## config.mk

```make
export PLATFORM = sky130hd
export DESIGN_NAME = fetch_unit
export DESIGN_NICKNAME = d
export VERILOG_FILES = /design/src/rtl/lc3b_pkg.sv /design/src/rtl/fetch_unit.sv
export SDC_FILE = /design/constraint.sdc
export NUM_CORES = 1
export LEC_CHECK = 0
export BUFFER_PORTS_ARGS = -buffer_cell sky130_fd_sc_hd__buf_4
export CELL_PAD_IN_SITES_DETAIL_PLACEMENT = 1
export CELL_PAD_IN_SITES_GLOBAL_PLACEMENT = 1
export CORE_MARGIN = 2
export CORE_UTILIZATION = 39
export CTS_BUF_LIST = sky130_fd_sc_hd__clkbuf_4 sky130_fd_sc_hd__clkbuf_8 sky130_fd_sc_hd__clkbuf_16
export DETAILED_ROUTE_END_ITERATION = 12
export HOLD_SLACK_MARGIN = 0.05
export PLACE_DENSITY_LB_ADDON = 0.1
export SLEW_MARGIN = 20
export SYNTH_ARGS = -nofsm -noshare
export SYNTH_HDL_FRONTEND = slang
export SYNTH_SLANG_ARGS = --single-unit
```

## constraint.sdc

```tcl
create_clock -name clock_50 -period 4.32 [get_ports clock_50]
set_input_delay 0.648 -clock clock_50 [delete_from_list [all_inputs] [get_ports clock_50]]
set_output_delay 0.648 -clock clock_50 [all_outputs]
set_load 0.05 [all_outputs]
```

## src/rtl/lc3b_pkg.sv

```systemverilog
// Shared types and constants for the LC-3b fetch path.
package lc3b_pkg;

    typedef enum logic [1:0] {
        IDLE  = 2'd0,
        FETCH = 2'd1,
        HOLD  = 2'd2,
        FAULT = 2'd3
    } fetch_state_t;

    localparam logic [15:0] WORD_BYTES       = 16'd2;
    localparam logic [15:0] DEFAULT_RESET_PC = 16'h0000;

endpackage

```

## src/rtl/fetch_unit.sv

```systemverilog
// LC-3b instruction fetch sequencer: reads instruction words, hands them to decode
// over a valid/accept handshake and keeps the PC register loaded with the next address.
module fetch_unit
    import lc3b_pkg::*;
#(
    parameter logic [15:0] RESET_PC = DEFAULT_RESET_PC
) (
    input  logic        clock_50,
    input  logic        reset_n,
    input  logic        redirect,
    input  logic [15:0] redirect_addr,
    output logic [15:0] mem_addr,
    output logic        mem_rd,
    input  logic [15:0] mem_rdata,
    input  logic        mem_ready,
    output logic [15:0] ir,
    output logic        ir_valid,
    input  logic        ir_accept,
    output logic [15:0] pc_in,
    output logic        pc_load,
    output logic        fault
);

    fetch_state_t state_q, state_d;
    logic [15:0]  next_addr_q, next_addr_d;
    logic [15:0]  mem_addr_q, mem_addr_d;
    logic [15:0]  ir_q, ir_d;
    logic         ir_valid_q, ir_valid_d;
    logic [15:0]  pc_in_q, pc_in_d;
    logic         pc_load_q, pc_load_d;
    logic         fault_q, fault_d;
    logic         first_q, first_d;   // first IDLE after reset still owes the PC a RESET_PC load
    logic [15:0]  addr_inc;

    assign addr_inc = mem_addr_q + WORD_BYTES;

    // NOTE: every _d gets a default before the case so no path leaves it unassigned (no latches).
    always_comb begin
        state_d     = state_q;
        next_addr_d = next_addr_q;
        mem_addr_d  = mem_addr_q;
        ir_d        = ir_q;
        ir_valid_d  = ir_valid_q;
        pc_in_d     = pc_in_q;
        pc_load_d   = 1'b0;
        fault_d     = fault_q;
        first_d     = first_q;

        case (state_q)
            IDLE: begin
                mem_addr_d = next_addr_q;
                first_d    = 1'b0;
                if (first_q) begin
                    pc_load_d = 1'b1;
                    pc_in_d   = RESET_PC;
                end
                if (next_addr_q[0]) begin
                    state_d = FAULT;
                    fault_d = 1'b1;
                end else begin
                    state_d = FETCH;
                end
            end
            FETCH: begin
                if (mem_ready) begin
                    ir_d        = mem_rdata;
                    ir_valid_d  = 1'b1;
                    next_addr_d = addr_inc;
                    pc_in_d     = addr_inc;
                    pc_load_d   = 1'b1;
                    state_d     = HOLD;
                end
            end
            HOLD: begin
                if (ir_accept) begin
                    ir_valid_d = 1'b0;
                    state_d    = IDLE;
                end
            end
            FAULT: begin
                ir_valid_d = 1'b0;
            end
            default: state_d = IDLE;
        endcase

        // A taken branch overrides everything above, including a read completing this cycle.
        if (redirect && state_q != FAULT) begin
            next_addr_d = redirect_addr;
            pc_in_d     = redirect_addr;
            pc_load_d   = 1'b1;
            ir_valid_d  = 1'b0;
            fault_d     = fault_q;
            state_d     = IDLE;
        end
    end

    // NOTE: sequential state uses non-blocking assignments only, so every register sees pre-edge values.
    always_ff @(posedge clock_50) begin
        if (!reset_n) begin
            state_q     <= IDLE;
            next_addr_q <= RESET_PC;
            mem_addr_q  <= 16'h0000;
            ir_q        <= 16'h0000;
            ir_valid_q  <= 1'b0;
            pc_in_q     <= RESET_PC;
            pc_load_q   <= 1'b0;
            fault_q     <= 1'b0;
            first_q     <= 1'b1;
        end else begin
            state_q     <= state_d;
            next_addr_q <= next_addr_d;
            mem_addr_q  <= mem_addr_d;
            ir_q        <= ir_d;
            ir_valid_q  <= ir_valid_d;
            pc_in_q     <= pc_in_d;
            pc_load_q   <= pc_load_d;
            fault_q     <= fault_d;
            first_q     <= first_d;
        end
    end

    assign mem_rd   = (state_q == FETCH);
    assign mem_addr = mem_addr_q;
    assign ir       = ir_q;
    assign ir_valid = ir_valid_q;
    assign pc_in    = pc_in_q;
    assign pc_load  = pc_load_q;
    assign fault    = fault_q;

endmodule

```

======== Word-level counts from Yosys, hierarchy flattened ========
Cells that the tools add are included.
storage, ports and cells
  latch bits .............................. 0
  output and inout bits ................... 52
  memories ................................ 0
  register bits after elaboration ......... 70
  bits in writable memories ............... 0
  word-level logic and storage cells ...... 51
  ROM bits ................................ 0
  input bits .............................. 37
operators by class
  bitwise gates (word level) .............. 2
  $add $sub $neg .......................... 1
  $mul .................................... 0
  div/mod/pow operators ................... 0
  magnitude comparators ................... 0
  muxes and demuxes ....................... 17
  equal/unequal tests ..................... 8
  reduce and logical (&&, ||, !) cells .... 14
  shift operators ......................... 0
operator list
  operator               count
  $mux 16                5
  $pmux 16 s2            1
  $add 16x2->16 const B  1
  $reduce_and 3->1       4
  $reduce_bool 3->1      3
  $mux 2                 3
  $pmux 2 s3             1
  $mux 1                 5
  $eq 2x2->1 const B     2
  $ne 2x2->1 const B     2
  $reduce_and 2->1       2
  $reduce_bool 2->1      2
  $ne 3x1->1 const B     1
  $ne 3x3->1 const B     1
  $pmux 1 s3             1
  $eq 2x1->1 const B     1
  $logic_not 2->1        1
  $ne 2x1->1 const B     1
  $not 1->1              2
  $pmux 1 s2             1
  $reduce_or 2->1        1
  $logic_and 1x1->1      1

======== Depth between registers and ports, before layout ========
  word-level depth ........................ 4
  gate-level depth with buffers ........... 8
  depth with buffers taken out ............ 6

======== Worst setup path after synthesis ========
OpenSTA, ideal clock, no wires.
  kind .................................... register to register
  from .................................... register mem_addr_q[1] (netlist: mem_addr[1])
  to ...................................... register next_addr_q[15]
  slack ................................... 2.419 ns
  data required time ...................... 4.182 ns
  stages on the path, launching flop included .. 6
  setup time .............................. 0.138 ns
  clock period less this slack ............ 1.901 ns
  arrival ................................. 1.763 ns
  cell sequence ........................... dfxtp_1 -> ha_1 -> nand4_1 -> nor4_2 -> xnor2_1 -> o221ai_1
on the way
  cells in the longest elaborated chain, start to end .. 4
ends and longest elaborated chain
  what                      line               source
  start: declaration        fetch_unit.sv:26   logic [15:0] mem_addr_q, mem_addr_d;
  start signal: assignment  fetch_unit.sv:112  mem_addr_q <= mem_addr_d;
  $add 16x2->16             fetch_unit.sv:35   assign addr_inc = mem_addr_q + WORD_BYTES;
  $mux 16                   fetch_unit.sv:65   if (mem_ready) begin
  $mux 16                   fetch_unit.sv:49   case (state_q)
  $mux 16                   fetch_unit.sv:87   if (redirect && state_q != FAULT) begin
  end signal: assignment    fetch_unit.sv:111  next_addr_q <= next_addr_d;
  end: declaration          fetch_unit.sv:25   logic [15:0] next_addr_q, next_addr_d;
Every way passes these cells. The select of a mux whose other input is x is not followed.
A chain may end at the register's enable or synchronous reset.

======== Worst setup path in the final report ========
  from .................................... register state_q[1]
  to ...................................... register pc_in_q[12] (netlist: pc_in[12])
on the way
  cells in the longest elaborated chain, start to end .. 4
ends and longest elaborated chain
  what                                                 line               source
  start: declaration                                   fetch_unit.sv:24   fetch_state_t state_q, state_d;
  start signal: assignment                             fetch_unit.sv:110  state_q <= state_d;
  $ne 2x2->1                                           fetch_unit.sv:87
  $logic_and 1x1->1                                    fetch_unit.sv:87
  $ne 3x3->1 (no source line) (tied with other cells)  n/a
  $reduce_and 3->1 (no source line)                    n/a
  end signal: assignment                               fetch_unit.sv:115  pc_in_q <= pc_in_d;
  end: declaration                                     fetch_unit.sv:29   logic [15:0] pc_in_q, pc_in_d;
Several ways; a longest one is shown, not always the timed one.

==> impl_metrics.py <==
metrics = {
    "outcome": {
        "outcome": "completed",
    },
    "clocking": {
        "clockBufferDepth": 2,
        "clock-sinks": 70,
        "cts_resized": 0,
        "htree_levels": 3,
        "clk_pin_slew_ps": 80,
        "root_buffer": "clkbuf_8",
        "postCtsHoldBufs": 0,
        "post_cts_buffers": 0,
        "numCtsBuffers": 9,
        "clock_latency_ps": 350,
        "cts_tree": "yes",
    },
    "logic_synthesis": {
        "synth_most_common_cell": "dfxtp_1",
        "synthFlopType": "dfxtp_1",
        "synthTopCellsByArea": "dfxtp_1 (45%), mux2i_1 (6.7%), nand2_1 (5.7%), a21oi_1 (4.5%), nand3_1 (4.0%)",
        "synthesis.nets": 401,
        "yosys_warnings": 0,
        "yosysSeqAreaShare_pct": 44.7,
        "synth_cell_types": 45,
        "ys_async_sr_fraction_pct": 0,
        "yosys.area.top_type": "dfxtp_1",
        "synth.ff_latch_count": 70,
        "ys_top_cells_by_count": "dfxtp_1 (70), nand2_1 (48), nor2_1 (30)",
        "synthCells": 359,
        "synth_area_mm2": 0.00314,
        "syn_area_per_cell_um2": 8.74,
        "synth_top_area_share_pct": 44.7,
        "synth_edf_count": 0,
    },
    "worst_setup_path": {
        "crit_type": "flop to flop",
        "cp_max_fo": 29,
        "rrSetupSlack_ps": 1780,
        "setup.worst_path.end_class": "flop",
        "worst_setup_path_start_kind": "flop",
        "worstPathArrival_ps": 2800,
        "critical_path_required_ps": 4580,
    },
    "grt": {
        "grt_pass1_vias": 3011,
        "grt-ovfl-total": 0,
        "grt_max_degree": 31,
        "track_usage_pct": 22.5,
        "grt_pass1_wl_um": 15400,
        "antenna_found_initial": 0,
    },
    "sta": {
        "drv_slew": 0,
        "setup_slack_ps": 1780,
        "finalSetupViolations": 0,
        "timing.final.hold_violations": 0,
        "fmax_ghz": 0.393,
        "maxSlewHeadroom_pct": 32.6,
        "post-route-period-util_pct": 58.8,
        "timing.setup.tns_ps": 0,
        "clock_skew_ps": 8.60,
        "post-route-min-period_ps": 2540,
        "hold_slack_ps": 462,
        "rsz0062_at_grt": "no",
        "max_slew.worst_pin.slew_ps": 1010,
    },
    "floorplan": {
        "start_util_pct": 40.4,
        "rows": 32,
        "io_pins": 89,
        "dieHeight_um": 93.7,
        "die-area_mm2": 0.00878,
        "core_area_mm2": 0.00777,
        "dieWidth_um": 93.7,
    },
    "place": {
        "dp_hpwl_um": 6640,
        "placed_cell_area_mm2": 0.00384,
        "post-place-ws_ps": 1730,
        "portBuffers": 88,
        "gp_congestion": 0.799,
    },
    "power": {
        "ir_drop_mv": 0.182,
        "p_leak_uw": 0.00172,
        "power_density_mw_per_mm2": 408,
        "fin_total_pwr_uw": 1660,
    },
    "routing": {
        "wl_per_cell_um": 17.4,
        "drc_errors": 0,
        "ant_nets": 0,
        "drtPass1Iterations": 4,
        "vias_per_cell": 5.48,
        "drt-total-wl_um": 9500,
        "first_iter_violations": 120,
        "num_vias": 2990,
    },
    "layout": {
        "n_antenna_cell": 0,
        "syn_to_final_growth_pct": 29.6,
        "finish.instance_area_mm2": 0.00407,
        "final_nets": 481,
        "fill_cells": 970,
        "drive_above_1_share_pct": 27.5,
    },
    "worst_hold_path": {
        "hold_class": "flop to flop",
    },
    "flow_run": {
        "maxCapViolations": 0,
    },
}
## path summary, 6_finish.rpt
kind | startpoint | to | depth (start not counted)
hold / removal | ir[3] | ir[3] | 2
hold reg to reg | ir[3] | ir[3] | 2
setup reg to reg | state_q[1] | pc_in[12] | 6
setup / recovery | state_q[1] | pc_in[12] | 6
## placed cells by master, fill, tap and decap left out, types with 7 or more instances in the layout
master    instances
nor3_1            9
clkbuf_8         10
dfxtp_1          70
mux2i_1          21
a22oi_1          10
nand3_1          25
nor2_1           30
nand2_1          48
o21ai_0          14
inv_1             7
a21oi_1          28
buf_4            93
## per-stage QoR
step,std cells,util [%]
4_1_cts,546,52.4
2_1_floorplan,359,-
3_3_place_gp,530,49.5
5_1_grt,546,52.4
3_5_place_dp,530,49.5
6_report,546,52.4
## layer usage
metal | vias to the layer above | track usage (%) | wire, um
met5 | - | 0 | 0
met2 | 60 | 36.3 | 4560
li1 | 1437 | - | -
met1 | 1483 | 30.4 | 4470
met3 | 10 | 4.25 | 340
met4 | 0 | 6.88 | 119
## critical path, stage by stage, from the launching register on
cell	delay (ps)
dfxtp_1	350
inv_1	100
ha_1	280
nand2_1	630
nor2_1	530
nand3_1	270
o22ai_1	280
## layout make-up
class                   count  area (um2)  share of cell area (%)
flip-flops and latches     70        1400                    34.5
clock inverters             5        81.3                    2.00
multi-input cells         258        1590                    39.0
inverters                   7        26.3                   0.646
well taps                 102         128                    3.14
repair buffers             93         698                    17.2
clock buffers              11         145                    3.57
## where the power goes
| part | internal [uW] | leakage (uW) | total (uW) | switching (uW) |
|---|---|---|---|---|
| clock network | 349 | 0.000113 | 613 | 264 |
| logic | 115 | 0.00104 | 326 | 211 |
| registers | 683 | 0.000573 | 719 | 36.6 |
## cells by family (layout without fill, tap and decap cells)
| logic type | count (synthesis) | after routing | synth area share (%) |
|---|---|---|---|
| muxes | 23 | 23 | 7.54 |
| AOI/OAI and AO/OA | 82 | 82 | 16.6 |
| DFF | 70 | 70 | 44.7 |
| buffers and inverters | 31 | 116 | 4.82 |
| adders and majority gates | 5 | 5 | 1.99 |
| xor gates and xnor gates | 8 | 8 | 2.23 |
| and+or+nand+nor | 140 | 140 | 22.1 |
## flip-flops by register name, summed over array words and instances, names as in the netlist
register	count
ir	16
mem_addr	16
ir_valid	1
first_q	1
pc_load	1
state_q	2
pc_in	16
fault	1
next_addr_q	16
Note: power is estimated with default switching activity, not from simulation.
